`src/rtl/sp_ram_arbiter.sv`:
```
`default_nettype none
// ============================================================================
// Module      : sp_ram_arbiter
// Description : Shares one single-port RAM (1-cycle registered read) between
//               a host loader/dumper (port 0) and a sort engine (port 1).
//               Grants are per-owner, with an optional lock that is
//               force-broken after LOCK_MAX owned cycles while the other
//               port waits. Read data returns one cycle later and is tagged
//               with the port that issued the read.
// Revision    : 1.0 - initial release
// ============================================================================
module sp_ram_arbiter #(
  parameter int SIZE_ADDR = 8,
  parameter int SIZE_DATA = 8,
  parameter int LOCK_MAX  = 16
) (
  input  logic                 i_clk,
  input  logic                 i_rst,
  input  logic                 i_req0,
  input  logic                 i_we0,
  input  logic                 i_lock0,
  input  logic [SIZE_ADDR-1:0] i_addr0,
  input  logic [SIZE_DATA-1:0] i_wdata0,
  output logic                 o_gnt0,
  output logic                 o_rvalid0,
  input  logic                 i_req1,
  input  logic                 i_we1,
  input  logic                 i_lock1,
  input  logic [SIZE_ADDR-1:0] i_addr1,
  input  logic [SIZE_DATA-1:0] i_wdata1,
  output logic                 o_gnt1,
  output logic                 o_rvalid1,
  output logic [SIZE_DATA-1:0] o_rdata,
  output logic                 o_ram_rd_en,
  output logic                 o_ram_wr_en,
  output logic [SIZE_ADDR-1:0] o_ram_addr,
  output logic [SIZE_DATA-1:0] o_ram_wdata,
  input  logic [SIZE_DATA-1:0] i_ram_rdata,
  output logic                 o_lock_to
);

  typedef enum logic [1:0] {
    S_IDLE = 2'd0,
    S_OWN0 = 2'd1,
    S_OWN1 = 2'd2
  } state_t;

  // Counter value at which a contended lock is broken.
  localparam logic [7:0] c_lock_last = 8'(LOCK_MAX - 1);

  state_t     r_state, w_next;
  logic       r_ptr, w_ptr_next;          // 0: favour port 0 on a tie
  logic [7:0] r_lock_cnt, w_lock_cnt_next;
  logic       r_lock_to, w_lock_to_next;
  logic       r_rd_pend;                  // a read was issued last cycle
  logic       r_rd_port;                  // which port issued it

  logic w_is_own1, w_own_req, w_own_lock, w_oth_req;
  logic w_acc0, w_acc1;

  // Owner-relative views of the request inputs.
  assign w_is_own1  = (r_state == S_OWN1);
  assign w_own_req  = w_is_own1 ? i_req1  : i_req0;
  assign w_own_lock = w_is_own1 ? i_lock1 : i_lock0;
  assign w_oth_req  = w_is_own1 ? i_req0  : i_req1;

  // An access happens only when the owner requests; non-owner waits.
  assign w_acc0 = (r_state == S_OWN0) && i_req0;
  assign w_acc1 = (r_state == S_OWN1) && i_req1;

  assign o_gnt0      = (r_state == S_OWN0);
  assign o_gnt1      = (r_state == S_OWN1);
  assign o_ram_rd_en = (w_acc0 && !i_we0) || (w_acc1 && !i_we1);
  assign o_ram_wr_en = (w_acc0 && i_we0) || (w_acc1 && i_we1);
  assign o_ram_addr  = w_acc0 ? i_addr0 : (w_acc1 ? i_addr1 : '0);
  assign o_ram_wdata = (w_acc0 && i_we0) ? i_wdata0 :
                       ((w_acc1 && i_we1) ? i_wdata1 : '0);

  assign o_rvalid0 = r_rd_pend && !r_rd_port;
  assign o_rvalid1 = r_rd_pend && r_rd_port;
  assign o_rdata   = r_rd_pend ? i_ram_rdata : '0;
  assign o_lock_to = r_lock_to;

  // Next-state, pointer, lock counter and lock-break decision.
  always_comb begin
    w_next          = r_state;
    w_ptr_next      = r_ptr;
    w_lock_cnt_next = r_lock_cnt;
    w_lock_to_next  = 1'b0;
    case (r_state)
      S_IDLE: begin
        if (i_req0 && i_req1) w_next = r_ptr ? S_OWN1 : S_OWN0;
        else if (i_req0)      w_next = S_OWN0;
        else if (i_req1)      w_next = S_OWN1;
      end
      S_OWN0, S_OWN1: begin
        if (w_own_lock) begin
          if (!w_oth_req) begin
            w_lock_cnt_next = 8'd0;
          end else if (r_lock_cnt == c_lock_last) begin
            w_next          = w_is_own1 ? S_OWN0 : S_OWN1;
            w_lock_to_next  = 1'b1;
            w_lock_cnt_next = 8'd0;
          end else if (r_lock_cnt != 8'hFF) begin
            w_lock_cnt_next = r_lock_cnt + 8'd1;
          end
        end else begin
          w_lock_cnt_next = 8'd0;
          if (w_oth_req)       w_next = w_is_own1 ? S_OWN0 : S_OWN1;
          else if (!w_own_req) w_next = S_IDLE;
        end
        // Leaving ownership hands the tie-break to the other port.
        if (w_next != r_state) w_ptr_next = !w_is_own1;
      end
      default: w_next = S_IDLE;
    endcase
  end

  // State, arbitration bookkeeping and read-return tag registers.
  always_ff @(posedge i_clk or posedge i_rst) begin
    if (i_rst) begin
      r_state    <= S_IDLE;
      r_ptr      <= 1'b0;
      r_lock_cnt <= 8'd0;
      r_lock_to  <= 1'b0;
      r_rd_pend  <= 1'b0;
      r_rd_port  <= 1'b0;
    end else begin
      r_state    <= w_next;
      r_ptr      <= w_ptr_next;
      r_lock_cnt <= w_lock_cnt_next;
      r_lock_to  <= w_lock_to_next;
      r_rd_pend  <= o_ram_rd_en;
      r_rd_port  <= w_acc1;
    end
  end

endmodule
`default_nettype wire
```
`config.mk`:
```
export PLATFORM = sky130hd
export DESIGN_NAME = sp_ram_arbiter
export DESIGN_NICKNAME = d
export VERILOG_FILES = /design/src/rtl/sp_ram_arbiter.sv
export SDC_FILE = /design/constraint.sdc
export NUM_CORES = 1
export LEC_CHECK = 0
export CORE_ASPECT_RATIO = 1.1
export CORE_UTILIZATION = 37
export CTS_CLUSTER_SIZE = 10
export DETAILED_ROUTE_END_ITERATION = 7
export MAX_ROUTING_LAYER = met4
export PLACE_DENSITY_LB_ADDON = 0.12
export REMOVE_ABC_BUFFERS = 1
export SYNTH_ARGS = -nofsm -noshare
export SYNTH_HDL_FRONTEND = slang
export SYNTH_SLANG_ARGS = --single-unit
```
`constraint.sdc`:
```
create_clock -name i_clk -period 2.5 [get_ports i_clk]
set_input_delay 0.5 -clock i_clk [delete_from_list [all_inputs] [get_ports i_clk]]
set_output_delay 0.5 -clock i_clk [all_outputs]
set_load 0.05 [all_outputs]
```
==> out/results.ini, run 1 <==
[placement]
port_buffers=78
gp_congestion=0.8758
hpwl_mm=3.530
dp_slack_ns=0.1398

[final_layout]
final_core_util=0.7363
flow.area_growth_from_synthesis_pct=85.86
layout-drive-gt1-share=0.2194
nets=291
fillCellCount=238
n_antenna_cell=0

[detailed_routing]
drt_iter0_markers=92
via_per_inst=5.627
wire_per_inst_um=15.55
vias=1525
wl_mm=4.215
drtAntennaViolNets=0
first_pass_iters=6
drc=5

[pwr]
power.leakage_nw=0.9876
p_int_w=0.0009108
power_w=0.001751
combPwrFrac=0.718
vdd_drop_max_mv=0.5304
p_seq_frac=0.192
pwr-share-clk=0.089
p_switching_w=0.0008402
power_density_nw_per_um2=760.6
switching_share=0.4798

[synth]
synth_most_common_cell=nand2_1
syn_avg_cell_area_um2=8.149
ys_warn_count=0
yosysTopAreaCellShare=0.2828
synthArstFlopShare=1.000
yosysTopAreaCell=dfrtp_1
syn_area_um2=1239
yosys-top-cells-count=nand2_1, a22o_1, dfrtp_1
ys_ff_latch=14
syn_inst=152
synth_edf_count=0
synth_area_leaders=dfrtp_1, a22o_1, nand2_1
yosys.cell_types.count=37
yosysSeqAreaShare=0.2828
synth_ff_type=dfrtp_1

[cts]
hold_buffers=0
cts.htree.levels=1
clk_latency_ns=0.27
ctsResizeCount=0
cts_buffers=3
cts_sinks=14
cts_buffer_depth=2
tritoncts=done
clk_pin_slew_ns=0.08
post_cts_buffers=0
root_buffer=clkbuf_4

[setup_path]
critPathTopFamily=flip-flops
slowest_stage=dfrtp_2
critPathBufInv=3
startpoint_type=register
critPathMaxStageDelay_ns=0.47
worstPathArrival_ns=1.88
critical_path_class=reg2out
critPathMaxFanout=8
critPathCaptureType=output port
cp.required_ns=2.00
crit_chain=inv_1 -> ha_2 -> and3_1 -> nor2_1 -> buf_4 -> a22o_1 -> buf_12

[floorplanning]
fp.dieH_um=62.69
die_area_um2=3583
rows=21
core_um2=3127
die_x_um=57.17
initial_core_util=0.3962
io_pins=79

[grt]
overflow=0
met1_usage=0.2844
grt_max_degree=15
antenna_found_initial=0
grt_pass1_vias=1428
grt_pass1_wl_mm=6.865
track_usage=0.2500
grt_busiest_layer=met2
met2_usage=0.4279
grtUsageMet3=0.04141

[status]
violations=DRC
outcome=complete, but fails checks

[timing]
setup_ws_ns=0.1184
fin_crit_ns=2.382
fin_tns_setup_ns=0
relSlewSlack=0.6573
fmax_ghz=0.4199
finalHoldViolCount=0
skew_ns=0.004489
finalSetupViolations=0
worst_slew_pin_slew_ns=0.5135
period_share=0.9526
rsz0062_at_grt=no
maxSlewViolCount=0
whs_ns=0.5519

[worst_hold_path]
hp-class=reg2reg

[job]
drv_cap=0

==> cell type report <==
class | instances | area, um2 | area share
Timing Repair Buffer | 88 | 1011 | 0.4391
Multi-Input combinational cell | 123 | 829.5 | 0.3603
Sequential cell | 14 | 352.8 | 0.1533
Tap cell | 34 | 42.54 | 0.01848
Clock buffer | 4 | 36.28 | 0.01576
Inverter | 8 | 30.03 | 0.01304
==> logic make-up after synthesis <==
logic type | count (synthesis) | synth area share
AND/OR/NAND/NOR | 61 | 0.2657
AO/OA/AOI/OAI | 56 | 0.3434
buffers and inverters | 15 | 0.04950
flip-flops | 14 | 0.2828
adder cells (fa/ha/maj) | 5 | 0.05051
multiplexers | 1 | 0.008081
==> worst paths after layout <==
path	from	endpoint	slack, ns	cells after the start
max	r_state[1]	o_ram_wdata[4]	0.12	7
min	r_lock_cnt[7]	r_lock_cnt[7]	0.55	1
max reg2reg	r_state[0]	r_lock_cnt[3]	0.46	9
min reg2reg	r_lock_cnt[7]	r_lock_cnt[7]	0.55	1
max in group asynchronous	i_rst	r_state[0]	1.55	2
min in group asynchronous	i_rst	r_lock_cnt[3]	0.57	2
==> power groups by stage <==
stage	logic, W	clock network (W)	registers (W)
after floorplan	0.000748	0	0.000317
after global placement	0.00123	0	0.000331
after detailed placement	0.00125	0	0.000336
after CTS	0.00126	0.000163	0.000331
after global routing	0.00134	0.000175	0.000345
final	0.00126	0.000156	0.000337
==> per-stage QoR <==
| stage | cells | instance area (um2) |
|---|---|---|
| global route | 271 | 2302 |
| finish | 271 | 2302 |
| CTS | 271 | 2297 |
| global placement | 267 | 2261 |
| detailed placement | 267 | 2261 |
| floorplan | 145 | 1207 |
==> sequential cells by signal, summed over array words and instances (netlist names) <==
signal and cells:
r_lock_cnt 8, r_state 2, o_lock_to 1, r_ptr 1, r_rd_pend 1, r_rd_port 1
==> per-layer routing <==
| metal | part of all wire | up-vias | wire (um) |
|---|---|---|---|
| li1 | - | 743 | - |
| met1 | 0.37 | 701 | 1578 |
| met2 | 0.54 | 71 | 2263 |
| met3 | 0.060 | 10 | 255 |
| met4 | 0.028 | 0 | 118 |
| met5 | 0 | - | 0 |
==> cell usage in the layout, fill, tap and decap left out, types with 7 or more instances in the layout <==
master           synthesis  routed
a22o_1                  16      16
nand2_1                 17      17
inv_1                    8       7
clkdlybuf4s50_1          0      50
o21ai_0                  8       8
buf_4                    0      20
and2_1                  10      10
buf_12                   0      18
dfrtp_1                 14      12
nor2_1                   8       8
Note: power is estimated with default switching activity, not from simulation.
==> inputs of run 2 (changes only) <==
Settings changed: CORE_UTILIZATION 37 to 50, CTS_BUF_LIST from default to sky130_fd_sc_hd__clkbuf_16, DONT_BUFFER_PORTS from default to 1.
==> out/results.ini, run 2 (same netlist as run 1, synthesis figures left out) <==
[final_layout]
largestRegisters=r_lock_cnt (8), r_state (2)  ; unchanged
n_antenna_cell=0  ; unchanged
finalNonFillerCells=203  ; was 271
fillCellCount=171  ; was 238
post-route-cell-area_um2=1738  ; was 2302 um2
final_core_util=0.7565  ; was 0.7363
final_common_cell=buf_12  ; was clkdlybuf4s50_1
regMostFlops=r_lock_cnt  ; unchanged
mostFrequentLayoutCells=buf_12, nand2_1, a22o_1  ; was clkdlybuf4s50_1, buf_4, buf_12
flow.area_growth_from_synthesis_pct=40.30  ; was 85.86%
layout-drive-gt1-share=0.2254  ; was 0.2194
largest_reg_flops=8  ; unchanged
nets=227  ; was 291

[status]
outcome=finished clean  ; was complete, but fails checks

[detailed_routing]
first_pass_iters=4  ; was 6
via_per_inst=6.473  ; was 5.627
drc=0  ; was 5
drt_iter0_markers=55  ; was 92
wire_per_inst_um=19.26  ; was 15.55 um
vias=1314  ; was 1,525
drtAntennaViolNets=0  ; unchanged
wl_mm=3.910  ; was 4.215 mm

[grt]
track_usage=0.2967  ; was 0.2500
grt_pass1_wl_mm=5.768  ; was 6.865 mm
antenna_found_initial=0  ; unchanged
overflow=0  ; unchanged
grt_max_degree=18  ; was 15
grt_pass1_vias=1286  ; was 1,428

[setup_path]
crit_chain=inv_1 -> ha_1 -> and3_1 -> buf_4 -> a22o_1 -> buf_12  ; was inv_1 -> ha_2 -> and3_1 -> nor2_1 -> buf_4 -> a22o_1 -> buf_12
slowest_stage=dfrtp_1  ; was dfrtp_2
cp.required_ns=2.00  ; about the same
startpoint_type=register  ; unchanged
critPathMaxFanout=9  ; was 8
rr_endpoint=r_lock_cnt[6]  ; was r_lock_cnt[3]
r2r_slack_ns=0.30  ; was 0.46 ns
rr_worst_depth=9  ; unchanged
critical_path_class=reg2out  ; unchanged
critPathMaxStageDelay_ns=0.48  ; was 0.47 ns
worstPathArrival_ns=1.95  ; was 1.88 ns
critPathCaptureType=output port  ; unchanged
r2r-start=r_state[0]  ; unchanged

[timing]
rsz0062_at_grt=no  ; unchanged
skew_ns=0.001841  ; was 0.004489 ns
finalSetupViolations=0  ; unchanged
worst_slew_pin_slew_ns=0.5292  ; was 0.5135 ns
fin_crit_ns=2.455  ; was 2.382 ns
fmax_ghz=0.4074  ; was 0.4199 GHz
setup_ws_ns=0.04531  ; was 0.1184 ns
maxSlewViolCount=0  ; unchanged
period_share=0.9819  ; was 0.9526
relSlewSlack=0.6468  ; was 0.6573
finalHoldViolCount=0  ; unchanged

[job]
drv_cap=0  ; unchanged

[placement]
gp_congestion=0.9775  ; was 0.8758
hpwl_mm=3.052  ; was 3.530 mm
port_buffers=0  ; was 78
place_area_um2=1638  ; was 2261 um2
dp_slack_ns=0.1075  ; was 0.1398 ns
dp_cells=199  ; was 267

[pwr]
power_density_nw_per_um2=1025  ; was 760.6 nW/um2
vdd_drop_max_mv=0.7276  ; was 0.5304 mV
power.leakage_nw=0.7362  ; was 0.9876 nW
power_w=0.001782  ; was 0.001751 W

[cts]
cts_buffers=3  ; unchanged
cts.htree.levels=1  ; unchanged
clk_latency_ns=0.25  ; was 0.27 ns
cts_buffer_depth=2  ; unchanged
tritoncts=done  ; unchanged
hold_buffers=0  ; unchanged
post_cts_buffers=0  ; unchanged
clk_pin_slew_ns=0.05  ; was 0.08 ns
cts_sinks=14  ; unchanged
root_buffer=clkbuf_16  ; was clkbuf_4

[floorplanning]
die_area_um2=2680  ; was 3583 um2
fp.dieH_um=54.20  ; was 62.69 um
initial_core_util=0.5392  ; was 0.3962
die_x_um=49.46  ; was 57.17 um
core_um2=2297  ; was 3127 um2
io_pins=79  ; unchanged
rows=18  ; was 21

[worst_hold_path]
hp-class=in2async  ; was reg2reg

## run 2: repair_timing
action / 4_1_cts / 5_1_grt
endpoints found under the setup margin: 16 / 16
pin swaps: 0 / 3
gates resized for setup: 3 / 5
## run 2: layout make-up
| type | instances | area [um2] | area share |
|---|---|---|---|
| Clock buffer | 3 | 75.07 | 0.04320 |
| Clock inverter | 1 | 3.754 | 0.002160 |
| Inverter | 8 | 30.03 | 0.01728 |
| Multi-Input combinational cell | 123 | 847.1 | 0.4874 |
| Sequential cell | 14 | 351.6 | 0.2023 |
| Tap cell | 30 | 37.54 | 0.02160 |
| Timing Repair Buffer | 24 | 392.9 | 0.2261 |
## run 2: worst max-delay path: cells and delay by family (launching register included)
family / cells / cell delay (ns)
compound gates: 1 / 0.27
fa+ha+maj: 1 / 0.25
buf+inv: 3 / 0.48
flops: 1 / 0.48
simple gates: 1 / 0.22
## run 2: report_power, final
group | internal [W] | switching, W
clock network | 0.000212 | 0.0000988
registers | 0.000272 | 0.0000655
logic | 0.000430 | 0.000703
total | 0.000914 | 0.000868
## run 2: per-layer routing
metal / track usage / share of wire
met5: - / 0
met4: 0.1286 / 0.011
met3: 0.01695 / 0.057
met2: 0.5502 / 0.57
met1: 0.3362 / 0.36
## run 2: worst max path at each step
stage                           from              to  slack [ns]
after floorplan           r_state[0]  o_ram_wdata[0]       -0.28
after CTS                 r_state[0]  o_ram_wdata[2]        0.04
final                     r_state[1]  o_ram_wdata[4]        0.05
after global routing      r_state[1]  o_ram_wdata[3]      0.0009
after global placement    r_state[0]  o_ram_wdata[2]        0.19
after detailed placement  r_state[0]  o_ram_wdata[2]        0.11
## run 2: metrics by stage
stage / TNS [ns] / hold slack, ns
floorplan: -3.672 / 0.3892
global placement: 0 / 0.4589
detailed placement: 0 / 0.4611
CTS: 0 / 0.2016
global route: 0 / 0.2384
finish: 0 / 0.1794
==> inputs of run 3 (changes only) <==
Settings changed: CTS_BUF_LIST sky130_fd_sc_hd__clkbuf_16 to default, SLEW_MARGIN from default to 20.
Clock period 2.5 ns to 2.29 ns, I/O delays scaled along.
==> out/results.ini, run 3 (same netlist as run 1, synthesis figures left out) <==
[setup_path]
cp.required_ns=1.83  ; was 2.00 ns
worstPathArrival_ns=1.77  ; was 1.95 ns
critPathCaptureType=output port  ; unchanged
startpoint_type=register  ; unchanged
r2r_slack_ns=0.17  ; was 0.30 ns
critical_path_class=reg2out  ; unchanged
critPathMaxFanout=9  ; unchanged

[grt]
grt_pass1_vias=1315  ; was 1,286
overflow=0  ; unchanged
grt_pass1_wl_mm=5.754  ; was 5.768 mm
track_usage=0.2962  ; was 0.2967
antenna_found_initial=0  ; unchanged
grt_max_degree=18  ; unchanged

[pwr]
power.leakage_nw=0.7354  ; was 0.7362 nW
vdd_drop_max_mv=0.7753  ; was 0.7276 mV
power_w=0.001832  ; was 0.001782 W
pwr-share-clk=0.079  ; was 0.175
p_int_w=0.0008779  ; was 0.0009138 W
p_seq_frac=0.192  ; was 0.189
power_density_nw_per_um2=1058  ; was 1025 nW/um2
switching_share=0.5208  ; was 0.4871
p_switching_w=0.0009542  ; was 0.0008678 W
combPwrFrac=0.729  ; was 0.636

[final_layout]
fillCellCount=170  ; was 171
regMostFlops=r_lock_cnt  ; unchanged
mostFrequentLayoutCells=buf_12, a22o_1, nand2_1  ; was buf_12, nand2_1, a22o_1
n_antenna_cell=0  ; unchanged
nets=232  ; was 227
largestRegisters=r_lock_cnt (8), r_state (2)  ; unchanged
final_common_cell=buf_12  ; unchanged
flow.area_growth_from_synthesis_pct=39.80  ; was 40.30%
largest_reg_flops=8  ; unchanged
layout-drive-gt1-share=0.2768  ; was 0.2254

[job]
drv_cap=0  ; unchanged

[cts]
cts.htree.levels=1  ; unchanged
cts_buffer_depth=2  ; unchanged
cts_buffers=3  ; unchanged
clk_pin_slew_ns=0.09  ; was 0.05 ns
hold_buffers=0  ; unchanged
tritoncts=done  ; unchanged
root_buffer=clkbuf_4  ; was clkbuf_16
cts_sinks=14  ; unchanged
clk_latency_ns=0.28  ; was 0.25 ns

[timing]
period_share=0.9717
finalSetupViolations=0  ; unchanged
relSlewSlack=0.6292  ; was 0.6468
worst_slew_pin_slew_ns=0.5555  ; was 0.5292 ns
maxSlewViolCount=0  ; unchanged
fmax_ghz=0.4494
fin_crit_ns=2.225
finalHoldViolCount=0  ; unchanged
fin_tns_setup_ns=0  ; unchanged
skew_ns=0.006600  ; was 0.001841 ns

[detailed_routing]
drc=0  ; unchanged
wire_per_inst_um=18.85  ; was 19.26 um
vias=1380  ; was 1,314
wl_mm=3.901  ; was 3.910 mm
drtAntennaViolNets=0  ; unchanged
drt_iter0_markers=51  ; was 55
first_pass_iters=4  ; unchanged
via_per_inst=6.667  ; was 6.473

[floorplanning]
core_um2=2297  ; unchanged
fp.dieH_um=54.20  ; unchanged
rows=18  ; unchanged
initial_core_util=0.5392  ; unchanged
die_area_um2=2680  ; unchanged
io_pins=79  ; unchanged
die_x_um=49.46  ; unchanged

[placement]
gp_congestion=0.9761  ; was 0.9775
port_buffers=0  ; unchanged
hpwl_mm=2.974  ; was 3.052 mm

[status]
outcome=finished clean  ; unchanged

[worst_hold_path]
hp-class=in2async  ; unchanged

==> run 3: worst paths after layout <==
check / cells after the start / to / start
max: 5 / o_ram_wdata[2] / r_state[0]
min reg2reg: 2 / r_lock_cnt[1] / r_lock_cnt[1]
min: 1 / r_lock_cnt[0] / i_rst
min in group i_clk: 2 / r_rd_port / i_req1
max reg2reg: 9 / r_lock_cnt[7] / r_state[1]
max in group asynchronous: 1 / r_state[0] / i_rst
==> run 3: final cells by class <==
cell class                 instances  area [um2]  share of cell area
clock buffer                       3       22.52             0.01301
inverter                           8       30.03             0.01734
multi-input combinational        123       859.6              0.4964
sequential                        14       351.6              0.2030
tap                               30       37.54             0.02168
timing repair buffer              29       430.4              0.2486
==> run 3: power groups by stage <==
stage | Combinational (W) | Sequential, W | Clock [W]
after floorplan | 0.000816 | 0.000346 | 0
after global placement | 0.00123 | 0.000352 | 0
after detailed placement | 0.00125 | 0.000355 | 0
after CTS | 0.00128 | 0.000348 | 0.000145
after global routing | 0.00141 | 0.000359 | 0.000156
final | 0.00134 | 0.000352 | 0.000144
==> run 3: stage by stage <==
| stage | cells | instance area, um2 | hold WS [ns] | utilization | setup slack, ns |
|---|---|---|---|---|---|
| 3_3_place_gp | 202 | 1660 | 0.4205 | 0.7228 | 0.1526 |
| 3_5_place_dp | 202 | 1660 | 0.4276 | 0.7228 | 0.09125 |
| 5_1_grt | 207 | 1732 | 0.1531 | 0.7538 | -0.005458 |
| 4_1_cts | 206 | 1703 | 0.1194 | 0.7413 | 0.03035 |
| 2_1_floorplan | 145 | 1207 | 0.3472 | - | -0.4455 |
| 6_report | 207 | 1732 | 0.09950 | 0.7538 | 0.06482 |
==> run 3: routing by layer <==
layer | track usage | wire (um) | vias up
li1 | - | - | 625
met1 | 0.3419 | 1463 | 638
met2 | 0.5297 | 2046 | 103
met3 | 0.03390 | 298 | 14
met4 | 0.1238 | 93 | 0
met5 | - | 0 | -
==> run 3: timing repair <==
item / 4_1_cts / 5_1_grt
gates resized for setup: 6 / 8
buffers inserted: 1 / 1
pin swaps: 0 / 3
endpoints found under the setup margin: 16 / 20
==> run 3: critical path, stage by stage (launching register included) <==
cell     delay, ns
dfrtp_2       0.46
ha_2          0.22
and3_1        0.20
buf_4         0.17
a22o_1        0.26
buf_12        0.16
